`src/rtl/phy_tx_lane_mux.sv`:
```
// rtl/phy_tx_lane_mux.sv - single-clock lane-group FIFO and serializer with recirculation path
// Optional build macro: PHY_TX_SKIP_INVALID_EN (serializer skips lanes whose valid bit is clear)
module phy_tx_lane_mux #(
  parameter int               LANES = 4,
  parameter int               WIDTH = 8,
  parameter int               DEPTH = 4,
  parameter logic [WIDTH-1:0] IDLE  = WIDTH'(8'h7C),
  localparam int              LW    = (LANES > 1) ? $clog2(LANES) : 1
) (
  input  logic                   clk,
  input  logic                   reset_L,
  input  logic                   active,
  input  logic [LANES*WIDTH-1:0] in_data,
  input  logic [LANES-1:0]       in_valid,
  output logic                   in_ready,
  output logic [WIDTH-1:0]       data_out,
  output logic                   valid_out,
  output logic [LW-1:0]          lane_out,
  output logic [LANES*WIDTH-1:0] recirc_data,
  output logic                   recirc_valid
);

  localparam int PW = $clog2(DEPTH);
  localparam logic [0:0] S_IDLE = 1'b0;
  localparam logic [0:0] S_SEND = 1'b1;

  logic [LANES*WIDTH-1:0] r_fifo_data [DEPTH];
  logic [LANES-1:0]       r_fifo_mask [DEPTH];
  logic [PW-1:0]          r_wr_ptr;
  logic [PW-1:0]          r_rd_ptr;
  logic [PW:0]            r_count;
  logic [PW:0]            r_count_next;
  logic [0:0]             r_state;
  logic [LW-1:0]          r_idx;

  logic                   w_full;
  logic                   w_push;
  logic                   w_pop;
  logic                   w_emit;
  logic                   w_last;
  logic [LW-1:0]          w_cur;
  logic [LANES*WIDTH-1:0] w_head_data;
  logic [LANES-1:0]       w_head_mask;
  logic [WIDTH-1:0]       w_lane_data;
  logic                   w_lane_vld;

  assign w_full      = (r_count == (PW+1)'(DEPTH));
  assign in_ready    = active && !w_full;
  assign w_push      = active && (|in_valid) && !w_full;
  assign w_head_data = r_fifo_data[r_rd_ptr];
  assign w_head_mask = r_fifo_mask[r_rd_ptr];
  assign w_emit      = (r_state == S_SEND) || (r_count != '0);
  assign w_pop       = w_emit && w_last;
  assign w_lane_data = w_head_data[int'(w_cur)*WIDTH +: WIDTH];
  assign w_lane_vld  = w_head_mask[w_cur];

  // Pick the lane presented this cycle and whether it closes the head group.
  always_comb begin
    w_cur  = r_idx;
    w_last = (r_idx == LW'(LANES-1));
`ifdef PHY_TX_SKIP_INVALID_EN
    for (int i = LANES-1; i >= 0; i--) begin
      if (w_head_mask[i] && (LW'(i) >= r_idx)) w_cur = LW'(i);
    end
    w_last = 1'b1;
    for (int i = 0; i < LANES; i++) begin
      if (w_head_mask[i] && (LW'(i) > w_cur)) w_last = 1'b0;
    end
`endif
  end

  always_comb begin
    r_count_next = r_count;
    case ({w_push, w_pop})
      2'b10:   r_count_next = r_count + 1'b1;
      2'b01:   r_count_next = r_count - 1'b1;
      default: r_count_next = r_count;
    endcase
  end

  always_ff @(posedge clk) begin
    if (w_push) begin
      r_fifo_data[r_wr_ptr] <= in_data;
      r_fifo_mask[r_wr_ptr] <= in_valid;
    end
  end

  always_ff @(posedge clk or negedge reset_L) begin
    if (!reset_L) begin
      r_wr_ptr     <= '0;
      r_rd_ptr     <= '0;
      r_count      <= '0;
      r_state      <= S_IDLE;
      r_idx        <= '0;
      data_out     <= IDLE;
      valid_out    <= 1'b0;
      lane_out     <= '0;
      recirc_data  <= '0;
      recirc_valid <= 1'b0;
    end else begin
      if (w_push) r_wr_ptr <= r_wr_ptr + 1'b1;
      if (w_pop)  r_rd_ptr <= r_rd_ptr + 1'b1;
      r_count <= r_count_next;
      r_state <= (r_count_next != '0) ? S_SEND : S_IDLE;

      if (w_emit) begin
        data_out  <= w_lane_vld ? w_lane_data : IDLE;
        valid_out <= w_lane_vld;
        lane_out  <= w_cur;
        r_idx     <= w_last ? '0 : w_cur + 1'b1;
      end else begin
        data_out  <= IDLE;
        valid_out <= 1'b0;
        lane_out  <= '0;
        r_idx     <= '0;
      end

      // Loopback samples the raw lane bus only while not transmitting.
      if (!active) begin
        recirc_data  <= in_data;
        recirc_valid <= |in_valid;
      end else begin
        recirc_valid <= 1'b0;
      end
    end
  end

endmodule

```
`config.mk`:
```
export PLATFORM = sky130hd
export DESIGN_NAME = phy_tx_lane_mux
export DESIGN_NICKNAME = d
export VERILOG_FILES = /design/src/rtl/phy_tx_lane_mux.sv
export SDC_FILE = /design/constraint.sdc
export NUM_CORES = 1
export LEC_CHECK = 0
export BUFFER_PORTS_ARGS = -buffer_cell sky130_fd_sc_hd__buf_2
export CAP_MARGIN = 20
export CORE_UTILIZATION = 58
export CTS_CLUSTER_DIAMETER = 80
export DETAILED_ROUTE_END_ITERATION = 10
export GPL_TIMING_DRIVEN = 0
export PLACE_DENSITY = 0.87
export REMOVE_ABC_BUFFERS = 1
export SYNTH_ARGS = -nofsm -noshare
export SYNTH_HDL_FRONTEND = slang
export SYNTH_SLANG_ARGS = --single-unit
```
`constraint.sdc`:
```
create_clock -name clk -period 2.9 [get_ports clk]
set_input_delay 0.145 -clock clk [delete_from_list [all_inputs] [get_ports clk]]
set_output_delay 0.145 -clock clk [all_outputs]
set_load 0.02 [all_outputs]
```
# Yosys cells after proc, flatten, opt, wreduce, memory -nomap -nowiden
# Memories as Yosys holds them, arrays and structs flattened.
# Cells that the tools add are included.
[op_classes]
bitwise_logic = 0
shift = 1
n_div = 0
add_sub_neg = 5
muxes = 13
n_eq_ne = 4
multipliers = 0
magnitude_cmp = 1
n_reduce_logical = 9
[ops]
columns = ["operator", "n"]
rows = [
  ["32-bit by 6-bit indexed part select with 8-bit output", 1],
  ["8-bit 2-to-1 mux", 2],
  ["2-bit by 1-bit adder with 2-bit output, second input constant", 3],
  ["1-bit 2-to-1 mux", 6],
  ["2-bit 2-to-1 mux", 3],
  ["3-bit case mux with 2 select lines", 1],
  ["3-bit nonzero test", 2],
  ["2-bit == test, second input constant", 2],
  ["1-bit logical AND", 4],
  ["4-bit OR reduction", 1],
  ["3-bit by 1-bit adder with 3-bit output, second input constant", 1],
  ["3-bit == test, second input constant", 1],
  ["2-bit by 3-bit < comparator with 1-bit output, second input constant", 1],
  ["3-bit by 1-bit subtractor with 3-bit output, second input constant", 1],
  ["1-bit binary-select mux with 2-bit select", 1],
  ["2-bit by 1-bit == test with 1-bit output, second input constant", 1],
  ["1-bit logical NOT", 1],
  ["1-bit logical OR", 1],
]
[totals]
register_bits = 54
ram_bits = 144
rom_bits = 0
in_bits = 39
elab_cells = 45
latchBits = 0
memories = 2
[mem_list]
columns = ["memory", "depth", "word_bits", "read_ports", "rd_ports_with_merged_regs", "write_ports", "line_no", "rtl"]
rows = [
  ["r_fifo_data", 4, 32, 1, 0, 1, "27", "logic [LANES*WIDTH-1:0] r_fifo_data [DEPTH];"],
  ["r_fifo_mask", 4, 4, 1, 0, 1, "28", "logic [LANES-1:0] r_fifo_mask [DEPTH];"],
]

# Logic depth before layout (Yosys ltp)
[logic_depth]
ltp_word = 7
mapped_depth = 10
ltp_nobuf = 10

# Worst setup path before layout
# Ideal clock, no wire load.
[synth_timing]
path_kind = "reg-to-reg"
from = "register r_count[0]"
to = "register r_state"
n_path_buf = 0
stages_incl_launch_ff = 9
setup_slack_ns = 0.290
t_arrival_ns = 2.479
setup_time_ns = 0.131
synth_period_minus_slack_ns = 2.610
cell_sequence = "dfrtp_1 -> nor2_1 -> a21boi_1 -> and2b_1 -> inv_2 -> ha_1 -> fa_1 -> mux2_1 -> or3_1"
[synth_between]
elab_chain_cells = 7
elab_cells_between_ends = 13
cone_classes = "add/sub (2); eq/ne (3); mux (2); reduce/logical (6)"
[synth_rtl]
columns = ["element", "line_no", "rtl"]
rows = [
  ["start: declaration", "31", "logic [PW:0] r_count;"],
  ["start signal: assignment", "103", "r_count <= r_count_next;"],
  ["3-bit == test or 3-bit nonzero test (tied branches)", "47, 52", ""],
  ["1-bit logical NOT or 1-bit logical OR (tied branches)", "49, 52", ""],
  ["1-bit logical AND, on equally long branches", "49, 53", ""],
  ["2-bit by 1-bit == test with 1-bit output or 2-bit == test (tied branches)", "74", "case ({w_push, w_pop})"],
  ["3-bit case mux with 2 select lines (*)", "74", ""],
  ["named net r_count_next[1]", "32", "logic [PW:0] r_count_next;"],
  ["3-bit nonzero test (*)", "104", "r_state <= (r_count_next != '0) ? S_SEND : S_IDLE;"],
  ["1-bit 2-to-1 mux (*)", "104", ""],
  ["end signal: assignment", "104", ""],
  ["end: declaration", "33", "logic [0:0] r_state;"],
]
# Mark *: on every way through the listed nets, which the timed path passes. The rest lies on a longest branch.
# A chain may end at the register's enable or synchronous reset.

# Final worst setup path
# Same ends and word-level chain as after synthesis.

==> results.sh <==
export IMPL_cts_buffers=17
export IMPL_coreArea_mm2=0.0126
export IMPL_dr_pass1_iters=5
export IMPL_dp_hpwl_um=8620
export IMPL_cpMaxStageDelayCell="or4_4"
export IMPL_die_y_um=116
export IMPL_via_per_inst=5.78
export IMPL_clock_root_buffer="clkbuf_16"
export IMPL_cts_max_level=4
export IMPL_start_util_pct=59.5
export IMPL_holdWs_ns=0.264
export IMPL_critical_path_top_delay_family="simple AND/OR/NAND/NOR gates"
export IMPL_drtIter0Drc=238
export IMPL_fp_row_count=41
export IMPL_cts_sinks=198
export IMPL_reg2reg_depth=6
export IMPL_gp_congestion=0.690
export IMPL_seq_area_frac_synth_pct=75.7
export IMPL_irDropWorstVdd_v=0.000516
export IMPL_power_internal_w=0.00611
export IMPL_path_cells="or4_4 -> and2_1 -> ha_1 -> fa_1 -> mux2_1 -> or3_1"
export IMPL_grt_overflow=0
export IMPL_grt_antenna_before_repair=0
export IMPL_rr_startpoint="r_count[0]"
export IMPL_fin_crit_ns=2.70
export IMPL_synthCells=357
export IMPL_clock_fmax_ghz=0.370
export IMPL_worstSetupStartpointType="register"
export IMPL_worstPathArrival_ns=3.02
export IMPL_wirelength_um=14800
export IMPL_route_antenna_remaining_nets=0
export IMPL_seqCellArea_mm2=0.00568
export IMPL_max_cap_violations=0
export IMPL_drive_above_1_share_pct=40.9
export IMPL_port_buffer_count=83
export IMPL_finalHoldViolations=0
export IMPL_worstSetupPathType="register to register"
export IMPL_n_antenna_cell=0
export IMPL_finalNetCount=532
export IMPL_grt_max_degree=40
export IMPL_grt_pass1_vias=4075
export IMPL_critPathCaptureType="register"
export IMPL_grt_pass1_wl_um=22700
export IMPL_grt_usage_pct=24.8
export IMPL_cts_tree="built"
export IMPL_p_leak_nw=3.35
export IMPL_worstPathMaxFanout=5
export IMPL_pwr_share_clk_pct=27.0
export IMPL_status="finished clean"
export IMPL_die_width_um=116
export IMPL_finalCritPeriodShare_pct=93.2
export IMPL_reg2reg_to="r_state"
export IMPL_multi_input_area_mm2=0.00173
export IMPL_max_slew_margin_pct=35.0
export IMPL_power_density_mw_per_mm2=959
export IMPL_cp_num_buf_inv=0
export IMPL_syn_area_per_cell_um2=21.0
export IMPL_worst_pin_slew_ns=0.975
export IMPL_insertion_delay_ns=0.44
export IMPL_cp_startpoint="r_count[0]"
export IMPL_fin_util_pct=72.6
export IMPL_layout_cells_most_common_list="edfxtp_1 (144), buf_2 (83), dfrtp_1 (47)"
export IMPL_timing_reg2reg_setup_slack_ns=0.20
export IMPL_final_max_slew_viol_count=0
export IMPL_min_path_type="primary input to async pin"
export IMPL_critPathMaxStageDelay_ns=0.55
export IMPL_swShare_pct=30.4
export IMPL_fill_cells=746
export IMPL_ys_warnings_count=0
export IMPL_syn_area_mm2=0.00751
export IMPL_avgRoutedWirePerCell_um=22.1
export IMPL_area_delta_synth_final_pct=22.1
export IMPL_path_clk_slew_ns=0.07
export IMPL_rsz0062_at_grt="no"
export IMPL_die_area_mm2=0.0134
export IMPL_yosys_register_bits=198
export IMPL_ios=84
export IMPL_clockBufferDepth=2
export IMPL_critical_path_endpoint="r_state"
export IMPL_route_detailed_drc=0
export IMPL_layout_commonest_cell="edfxtp_1"
export IMPL_setup_viol=0
export IMPL_p_total_w=0.00879
export IMPL_cp_num_cells=6
export IMPL_power_frac_seq_pct=46.8
export IMPL_dr_total_vias=3879
export IMPL_cp_required_ns=3.21
export IMPL_p_comb_share_pct=26.2
export IMPL_clock_skew_ns=0.00916
export IMPL_switchingPower_w=0.00268
export IMPL_synth_cell_types=36
worst min-delay path by stage:
stage | to | slack, ns | depth (start not counted)
finish | recirc_data[30] | 0.26 | 2
global route | recirc_data[30] | 0.35 | 2
CTS | recirc_data[30] | 0.28 | 2
detailed placement | recirc_data[30] | 0.20 | 1
global placement | r_fifo_data[2][26] | 0.37 | 1
floorplan | data_out[0] | -0.15 | 0
state kept, by name, summed over array words and instances, names as in the netlist:
name and count:
r_count 3, r_rd_ptr 2, r_state 1, r_idx 2, r_fifo_data 128, lane_out 2
r_fifo_mask 16, valid_out 1, r_wr_ptr 2, recirc_valid 1, data_out 8, recirc_data 32
worst register-to-register path, delay by kind of cell (launching register included):
kind	cells	cell delay (ns)
fa+ha+maj	2	0.67
flops	1	0.45
simple gates	3	1.16
mux	1	0.31
repair_timing:
item                       in CTS  in global routing
buffers inserted                0                  0
hold buffers                   37                  0
hold endpoints to repair      175                  0
setup endpoints to repair       0                  1
resized for setup               0                  1
metrics by stage:
step	setup TNS [ns]	setup WS [ns]	instance area (um2)	std cells
final	0	0.196	9170	671
after global routing	0	0.0967	9170	671
after CTS	0	0.0498	9160	671
after detailed placement	-0.0167	-0.0167	8180	602
after global placement	-49.34	-0.553	8050	596
after floorplan	0	0.149	7420	341
logic make-up after synthesis:
family | count (synthesis) | share of synthesized area, %
mux | 72 | 15.9
buf+inv | 19 | 1.35
xor+xnor | 6 | 0.700
flops | 198 | 75.7
compound gates | 25 | 2.82
simple gates | 30 | 2.28
fa+ha+maj | 7 | 1.27
per-layer routing:
metal,vias up,GRT usage (%),share of wire (%)
met4,0,13.4,3.6
met1,1987,30.6,37
met5,-,0,0
met2,164,41.7,53
met3,37,5.13,5.7
li1,1691,-,-
area by class of cell:
class	instances	area share, %
clock buffers	19	5.19
clock inverters	13	1.43
inverters	3	0.123
multi-input cells	140	18.9
flip-flops and latches	198	62.0
well taps	172	2.35
repair buffers	126	9.97
power by group through the flow:
stage	clock [W]	sequential, W	combinational, W
6_report	0.00237	0.00411	0.00230
5_1_grt	0.00251	0.00418	0.00249
4_1_cts	0.00239	0.00412	0.00234
3_5_place_dp	0	0.00416	0.00226
3_3_place_gp	0	0.00419	0.00201
2_1_floorplan	0	0.00422	0.00136
synth_stat cells:
cell / instances / share of area, %
inv_2: 1 / 0.050
a21boi_1: 4 / 0.40
buf_2: 9 / 0.60
and2_1: 9 / 0.75
ha_1: 6 / 1.0
mux4_2: 34 / 10
or3_1: 1 / 0.083
buf_4: 1 / 0.10
buf_1: 2 / 0.10
a22oi_1: 16 / 1.6
buf_6: 2 / 0.30
nand3_1: 5 / 0.33
o22ai_4: 1 / 0.27
inv_1: 2 / 0.10
dfrtp_1: 49 / 16
fa_1: 1 / 0.27
nor4_1: 2 / 0.17
nand2b_1: 2 / 0.17
mux2_1: 5 / 0.75
mux2i_1: 1 / 0.13
edfxtp_1: 144 / 58
mux2_2: 32 / 4.8
xor2_1: 2 / 0.23
nor2b_1: 2 / 0.17
or4_4: 1 / 0.15
nand2_1: 2 / 0.10
a311o_1: 1 / 0.13
nor3_1: 1 / 0.067
o22ai_2: 1 / 0.17
o22ai_1: 1 / 0.083
o211ai_2: 1 / 0.17
and2b_1: 1 / 0.10
xnor2_1: 4 / 0.47
clkbuf_1: 2 / 0.10
dfstp_2: 5 / 1.8
nor2_1: 4 / 0.20
(Power assumes the default switching activity.)
